## src/rtl/softmax_sequencer.sv

```systemverilog
// Sequencer between the dense layer and the fixed-latency softmax kernel.
// Holds one score vector on the kernel input, then serially scans the probabilities for the argmax.
module softmax_sequencer #(
  parameter int N_CLASS     = 10,
  parameter int BIT_DATA    = 8,
  parameter int BIT_SOFTMAX = 16,
  parameter int LATENCY     = 6,
  parameter int IDX_W       = $clog2(N_CLASS)
) (
  input  logic                          clock,
  input  logic                          reset,
  input  logic                          abort,
  input  logic                          in_valid,
  output logic                          in_ready,
  input  logic [BIT_DATA*N_CLASS-1:0]   in_data,
  input  logic [BIT_SOFTMAX-1:0]        threshold,
  output logic [BIT_DATA*N_CLASS-1:0]   sm_x,
  input  logic [BIT_SOFTMAX*N_CLASS-1:0] sm_y,
  output logic                          out_valid,
  input  logic                          out_ready,
  output logic [IDX_W-1:0]              out_class,
  output logic [BIT_SOFTMAX-1:0]        out_prob,
  output logic                          early_term,
  output logic                          busy
);

  localparam int CNT_W = (LATENCY > 1) ? $clog2(LATENCY) : 1;

  typedef enum logic [1:0] {IDLE, WAIT, SCAN, DONE} state_t;

  state_t                  r_state;
  state_t                  w_next;
  logic [BIT_DATA*N_CLASS-1:0] r_x;
  logic [BIT_SOFTMAX-1:0]  r_thr;
  logic [CNT_W-1:0]        r_cnt;
  logic [BIT_SOFTMAX-1:0]  r_y [N_CLASS];
  logic [IDX_W-1:0]        r_idx;
  logic [BIT_SOFTMAX-1:0]  r_max;
  logic [IDX_W-1:0]        r_max_class;
  logic [IDX_W-1:0]        r_out_class;
  logic [BIT_SOFTMAX-1:0]  r_out_prob;
  logic                    r_early;

  logic                    w_cnt_last;
  logic                    w_idx_last;
  logic [BIT_SOFTMAX-1:0]  w_cur;
  logic                    w_gt;
  logic [BIT_SOFTMAX-1:0]  w_new_max;
  logic [IDX_W-1:0]        w_new_class;

  assign w_cnt_last  = (r_cnt == CNT_W'(LATENCY - 1));
  assign w_idx_last  = (r_idx == IDX_W'(N_CLASS - 1));
  assign w_cur       = r_y[r_idx];
  // Strict compare keeps the earliest index on ties.
  assign w_gt        = (w_cur > r_max);
  assign w_new_max   = w_gt ? w_cur : r_max;
  assign w_new_class = w_gt ? r_idx : r_max_class;

  always_ff @(posedge clock or posedge reset) begin
    if (reset) r_state <= IDLE;
    else       r_state <= w_next;
  end

  always_comb begin
    w_next = r_state;
    if (abort) begin
      w_next = IDLE;
    end else begin
      case (r_state)
        IDLE:    if (in_valid)   w_next = WAIT;
        WAIT:    if (w_cnt_last) w_next = SCAN;
        SCAN:    if (w_idx_last) w_next = DONE;
        DONE:    if (out_ready)  w_next = IDLE;
        default: w_next = IDLE;
      endcase
    end
  end

  always_ff @(posedge clock or posedge reset) begin
    if (reset) begin
      r_x         <= '0;
      r_thr       <= '0;
      r_cnt       <= '0;
      r_idx       <= '0;
      r_max       <= '0;
      r_max_class <= '0;
      r_out_class <= '0;
      r_out_prob  <= '0;
      r_early     <= 1'b0;
      for (int unsigned i = 0; i < N_CLASS; i++) r_y[i] <= '0;
    end else if (abort) begin
      r_early <= 1'b0;
    end else begin
      case (r_state)
        IDLE: begin
          if (in_valid) begin
            r_x   <= in_data;
            r_thr <= threshold;
            r_cnt <= '0;
          end
        end
        WAIT: begin
          r_cnt <= r_cnt + CNT_W'(1);
          if (w_cnt_last) begin
            for (int unsigned i = 0; i < N_CLASS; i++)
              r_y[i] <= sm_y[BIT_SOFTMAX*i +: BIT_SOFTMAX];
            r_idx       <= '0;
            r_max       <= '0;
            r_max_class <= '0;
          end
        end
        SCAN: begin
          r_max       <= w_new_max;
          r_max_class <= w_new_class;
          r_idx       <= r_idx + IDX_W'(1);
          if (w_idx_last) begin
            r_out_class <= w_new_class;
            r_out_prob  <= w_new_max;
            r_early     <= (w_new_max >= r_thr);
          end
        end
        default: ;
      endcase
    end
  end

  assign in_ready   = (r_state == IDLE);
  assign busy       = (r_state != IDLE);
  assign out_valid  = (r_state == DONE);
  assign sm_x       = r_x;
  assign out_class  = r_out_class;
  assign out_prob   = r_out_prob;
  assign early_term = r_early;

endmodule

```

## config.mk

```make
export PLATFORM = sky130hd
export DESIGN_NAME = softmax_sequencer
export DESIGN_NICKNAME = d
export VERILOG_FILES = /design/src/rtl/softmax_sequencer.sv
export SDC_FILE = /design/constraint.sdc
export NUM_CORES = 1
export LEC_CHECK = 0
export CAP_MARGIN = 20
export CORE_AREA = 2 2 252 192
export DETAILED_ROUTE_END_ITERATION = 10
export DIE_AREA = 0 0 254 194
export HOLD_SLACK_MARGIN = 0.12
export PLACE_DENSITY_LB_ADDON = 0.3
export SYNTH_ARGS = -nofsm -noshare
export SYNTH_HDL_FRONTEND = slang
export SYNTH_SLANG_ARGS = --single-unit
```

## constraint.sdc

```tcl
create_clock -name clock -period 27 [get_ports clock]
set_clock_uncertainty 0.05 [all_clocks]
set_input_delay 5.4 -clock clock [delete_from_list [all_inputs] [get_ports clock]]
set_output_delay 5.4 -clock clock [all_outputs]
set_load 0.01 [all_outputs]
```

== Yosys cells after proc, flatten, opt, wreduce, memory -nomap -nowiden ==
Cells that the tools add are included.

* Flip-flop bits (word level): 306
* Bits of input ports: 261
* Word-level logic and storage cells: 72

* $lt $le $gt $ge: 3
* $add $sub $neg: 2
* Reductions and logical operators: 13
* Equal/unequal tests: 11
* Muxes and demuxes: 21
* Bitwise logic cells: 2

{| class="wikitable"
|+ Operator list
! operator !! number
|-
| $bmux 16 s4 || 1
|-
| $mux 16 || 4
|-
| $pmux 16 s2 || 1
|-
| $ge 16x16->1 || 1
|-
| $gt 16x16->1 || 1
|-
| $pmux 4 s2 || 2
|-
| $reduce_and 3->1 || 5
|-
| $mux 2 || 5
|-
| $reduce_bool 2->1 || 5
|-
| $ne 3x3->1 const B || 3
|-
| $mux 4 || 2
|-
| $pmux 2 s4 || 1
|-
| $pmux 3 s2 || 1
|-
| $ge 5x5->1 const B || 1
|-
| $not 4->5 || 1
|-
| $add 4x1->4 const B || 1
|-
| $eq 2x2->1 const B || 2
|-
| $eq 4x4->1 const B || 1
|-
| $ne 2x2->1 const B || 2
|-
| $reduce_and 4->1 || 1
|-
| $add 3x1->3 const B || 1
|-
| $eq 3x3->1 const B || 1
|-
| $mux 1 || 3
|-
| $mux 3 || 1
|-
| 5 further kinds || 5
|}

== Longest topological paths before layout ==
* Depth after elaboration: 10
* Depth in mapped cells: 23

== Least setup slack after synthesis ==
Ideal clock, no wire load.

* Kind: in2reg
* Start: input port abort
* End: register r_y[10] (netlist name)
* Arrival time: 6.831 ns
* Stages on the path: 6
* Buffers on the path: 3
* Setup slack: 19.995 ns
* Path through: buf_2 > nor2b_1 > nand3_1 > clkbuf_1 > clkbuf_1 > mux2_2

* Word-level cells in the longest chain between the ends: 2

{| class="wikitable"
|+ RTL lines
! element !! RTL line !! source
|-
| start, declared || 12 || <nowiki>input logic abort,</nowiki>
|-
| $not 1->1 (no line) || - ||
|-
| $reduce_and 3->1 (no line) || - ||
|-
| end signal, assigned by index || 106 || <nowiki>r_y[i] <= sm_y[BIT_SOFTMAX*i +: BIT_SOFTMAX];</nowiki>
|-
| end, declared || 36 || <nowiki>logic [BIT_SOFTMAX-1:0] r_y [N_CLASS];</nowiki>
|}

No other way between the ends.
A chain may end at the register's enable or synchronous reset.

== Worst setup path in the final report ==
* Start: input port abort
* End: register r_max[5]

* Word-level cells in the longest chain between the ends: 2

{| class="wikitable"
|+ RTL lines
! element !! RTL line !! source
|-
| $not 1->1 (no line) || - ||
|-
| $reduce_and 3->1 (no line) || - ||
|-
| end signal, assigned || 113 || <nowiki>r_max <= w_new_max;</nowiki>
|-
| end, declared || 38 || <nowiki>logic [BIT_SOFTMAX-1:0] r_max;</nowiki>
|}

No other way between the ends.

==> flow_summary.rst <==
.. list-table::
   :header-rows: 1

   * - Metric
     - Value
   * - Run status
     - completed
   * - Total negative slack for setup checks
     - 0 ps
   * - Critical path peak fanout
     - 53
   * - Number of storage elements in the synthesis netlist
     - 306
   * - Width of the chip
     - 254 µm
   * - Number of instances in the synthesized netlist
     - 975
   * - Post-synth EDFFs
     - 0
   * - Placed wire-length estimate
     - 27.8 mm
   * - Vias
     - 9166
   * - Crit path launch type
     - input port
   * - Die height
     - 194 µm
   * - DP Cell Count
     - 1937
   * - Synth warn
     - 0
   * - Category of the worst setup path capture point
     - flip-flop
   * - Cell Rows
     - 69
   * - Most frequent cells in the layout
     - sky130_fd_sc_hd__clkdlybuf4s50_1 (364), sky130_fd_sc_hd__dfrtp_1 (304), sky130_fd_sc_hd__mux2_2 (272), sky130_fd_sc_hd__ha_1 (41), sky130_fd_sc_hd__inv_1 (40)
   * - Ports
     - 365
   * - Leakage
     - 0.00871 µW
   * - Global route overflow
     - 0
   * - RR Startpoint
     - r_idx[0]$_DFFE_PP0P_
   * - NetSw
     - 715 µW
   * - Number of hold-slack violations in the final timing report
     - 0
   * - Initial core utilization
     - 29.6%
   * - First-iteration detailed-routing DRC count
     - 458
   * - Growth of design area from synthesis to finish
     - 40.0%
   * - H-tree depth
     - 2
   * - Global-route usage over all layers
     - 15.4%
   * - CORE AREA
     - 0.0468 mm²
   * - Area taken by flip-flops and latches
     - 0.00766 mm²
   * - RSZ-0062 raised after global routing
     - false
   * - Top flip-flop cell by instance count after synthesis
     - sky130_fd_sc_hd__dfrtp_1
   * - # resized after CTS
     - 0
   * - Combinational group share of total power
     - 42.0%
   * - Hold WC Path Type
     - reg -> reg
   * - Data arrival time of the critical path
     - 8130 ps
   * - Highest clock rate
     - 0.129 GHz
   * - Number of sinks handled by clock tree synthesis
     - 306
   * - Async set-reset flop share out of synthesis
     - 100%
   * - Power density over cell area
     - 112 mW/mm²
   * - Final clock period utilization by the worst path
     - 28.8%
   * - Port Buffers
     - 364
   * - Int Pwr
     - 1450 µW
   * - Post-detailed-route count of antenna-violating nets
     - 0
   * - Detailed-routing iteration count for the pre-antenna-repair pass
     - 6
   * - Final-layout fill cell count
     - 4442
   * - Insertion delay to the later sink of the worst-skew pair
     - 520 ps
   * - Worst endpoint required time
     - 27350 ps
   * - Fraction of layout cells with a size suffix above 1
     - 28.9%
   * - Clock group share of total power
     - 22.4%
   * - Number of nets at the end of the flow
     - 1638
   * - Die Area
     - 0.0493 mm²
   * - Endpoints failing setup
     - 0
   * - Portion of the post-synthesis area used by sequential elements
     - 55.3%
   * - Detailed-route wire length per cell
     - 19.0 µm
   * - Number of max-slew violations in the final report
     - 0
   * - Vias per std cell
     - 4.57
   * - Detailed-route wire length
     - 38.1 mm
   * - Maximum number of pins on one net before global-route repair
     - 103
   * - Maxcap violations
     - 0
   * - Switching Share
     - 33.0%
   * - Time the worst path needs with I/O delays and setup
     - 7770 ps
   * - Max Root-Sink Buffers
     - 3
   * - Category of the most critical setup path
     - in -> reg
   * - Placer's final routability congestion estimate
     - 0.784
   * - CTS tree
     - built
   * - Slew @ Worst Pin
     - 968 ps
   * - Most common library cell in the layout ignoring fill and taps
     - sky130_fd_sc_hd__clkdlybuf4s50_1
   * - Buffer type at the clock tree root
     - sky130_fd_sc_hd__clkbuf_16
   * - Sequential share of power
     - 35.7%
   * - Global-route wire length before repair
     - 58.2 mm
   * - Distinct cell type count of the synthesized netlist
     - 43
   * - Average footprint of a synthesized cell
     - 14.2 µm²
   * - Post-synth net total
     - 1277
   * - Hold Crit Start
     - out_class[3]$_DFFE_PP0P_
   * - Final cell count without fillers
     - 2004
   * - Fin util
     - 41.4%
   * - Total area of multi-input combinational cells
     - 0.00581 mm²
   * - Launch point of the critical path
     - abort
   * - Number of global-route vias before repair
     - 9761
   * - Antenna violations before repair
     - 10
   * - Clock slew at the register clock pins of the worst setup and hold paths
     - 60 ps
   * - CTS Hold Bufs
     - 0
   * - Synthesized area
     - 0.0139 mm²
   * - Worst slew margin relative to its limit
     - 35.5%
   * - Largest voltage drop on the vdd net
     - 90.7 µV
   * - Residual DRC
     - 0
   * - Post CTS Setup Buffer Count
     - 0
   * - Clock buffers created by TritonCTS
     - 35
[layout make-up]
| type | count | share of cell area, % |
|---|---|---|
| clock buffers | 50 | 5.34 |
| well taps | 639 | 4.12 |
| clock inverters | 10 | 0.658 |
| repair buffers | 379 | 19.5 |
| flip-flops and latches | 306 | 39.5 |
| inverters | 41 | 0.833 |
| multi-input cells | 573 | 30.0 |
| diodes | 6 | 0.0774 |
[path summary, 6_finish.rpt]
check                                                 to  slack, ps  cells after the start
worst max-delay path                r_max[5]$_DFFE_PP0P_      19230                      7
worst min-delay path            out_class[3]$_DFFE_PP0P_        420                      2
worst max register to register    early_term$_DFFE_PP0P_      20420                     18
worst min register to register  out_class[3]$_DFFE_PP0P_        420                      2
max in group asynchronous            r_y[12]$_DFFE_PP0P_      20070                      3
min in group asynchronous           sm_x[75]$_DFFE_PP0P_       5350                      2
[layer usage]
layer	wire length (µm)	track usage (%)
met5	83	0
met1	16600	20.0
met3	2870	5.26
met2	18000	24.9
met4	652	3.22
[cells by family after synthesis]
logic type	after synthesis	synth area share, %
adders and majority gates	41	3.70
AOI/OAI and AO/OA	99	4.49
muxes	340	30.4
and+or+nand+nor	91	3.05
DFF	306	55.3
xor gates and xnor gates	2	0.126
buffers and inverters	96	2.93
[power by group through the flow]
stage / registers (µW) / logic (µW) / clock network [µW]
2_1_floorplan: 769 / 598 / 0
3_3_place_gp: 773 / 906 / 0
3_5_place_dp: 782 / 918 / 0
4_1_cts: 774 / 922 / 501
5_1_grt: 801 / 986 / 521
6_report: 773 / 909 / 485
[metrics by stage]
stage / cell area [µm²] / hold slack [ps] / total power [µW] / setup slack [ps]
2_1_floorplan: 13900 / 411 / 1370 / 13090
3_3_place_gp: 18200 / 415 / 1680 / 18660
3_5_place_dp: 18200 / 411 / 1700 / 18650
4_1_cts: 19300 / 425 / 2200 / 19160
5_1_grt: 19400 / 443 / 2310 / 18860
6_report: 19400 / 424 / 2170 / 19230
[cell usage after synthesis, types with 2 or more instances]
cell,instances,area (µm²)
sky130_fd_sc_hd__dfrtp_1,306,7660
sky130_fd_sc_hd__mux2_2,272,3060
sky130_fd_sc_hd__ha_1,41,513
sky130_fd_sc_hd__inv_1,41,154
sky130_fd_sc_hd__clkbuf_1,35,131
sky130_fd_sc_hd__mux4_2,32,721
sky130_fd_sc_hd__nor2_1,30,113
sky130_fd_sc_hd__a21oi_1,28,140
sky130_fd_sc_hd__o21ai_0,25,125
sky130_fd_sc_hd__mux2i_1,22,220
sky130_fd_sc_hd__a22o_1,20,175
sky130_fd_sc_hd__nand3_1,20,100
sky130_fd_sc_hd__nand2_1,17,63.8
sky130_fd_sc_hd__mux2_4,14,210
sky130_fd_sc_hd__nand4_1,8,50.1
sky130_fd_sc_hd__o21ai_1,8,40.0
sky130_fd_sc_hd__buf_1,7,26.3
sky130_fd_sc_hd__buf_2,6,30.0
sky130_fd_sc_hd__buf_4,5,37.5
sky130_fd_sc_hd__a21o_1,4,30.0
sky130_fd_sc_hd__nor3_1,4,20.0
sky130_fd_sc_hd__nand2b_1,3,18.8
sky130_fd_sc_hd__nor2b_1,3,18.8
sky130_fd_sc_hd__o211ai_1,3,22.5
sky130_fd_sc_hd__a211oi_1,2,15.0
sky130_fd_sc_hd__a221o_1,2,20.0
[sequential cells by signal, summed over array words and instances, names as in the netlist]
name,cells
out_class,4
r_idx,4
r_state,2
out_prob,16
r_cnt,3
r_y,160
r_max,16
early_term,1
sm_x,80
r_thr,16
r_max_class,4
[critical path: stages]
cell and delay [ps]:
sky130_fd_sc_hd__clkdlybuf4s50_1 550, sky130_fd_sc_hd__nor2b_1 410, sky130_fd_sc_hd__nand3_4 640, sky130_fd_sc_hd__o21ai_0 500, sky130_fd_sc_hd__o21ai_1 140, sky130_fd_sc_hd__buf_4 230
sky130_fd_sc_hd__a22o_1 250
Power figures use the tool's default switching activity.
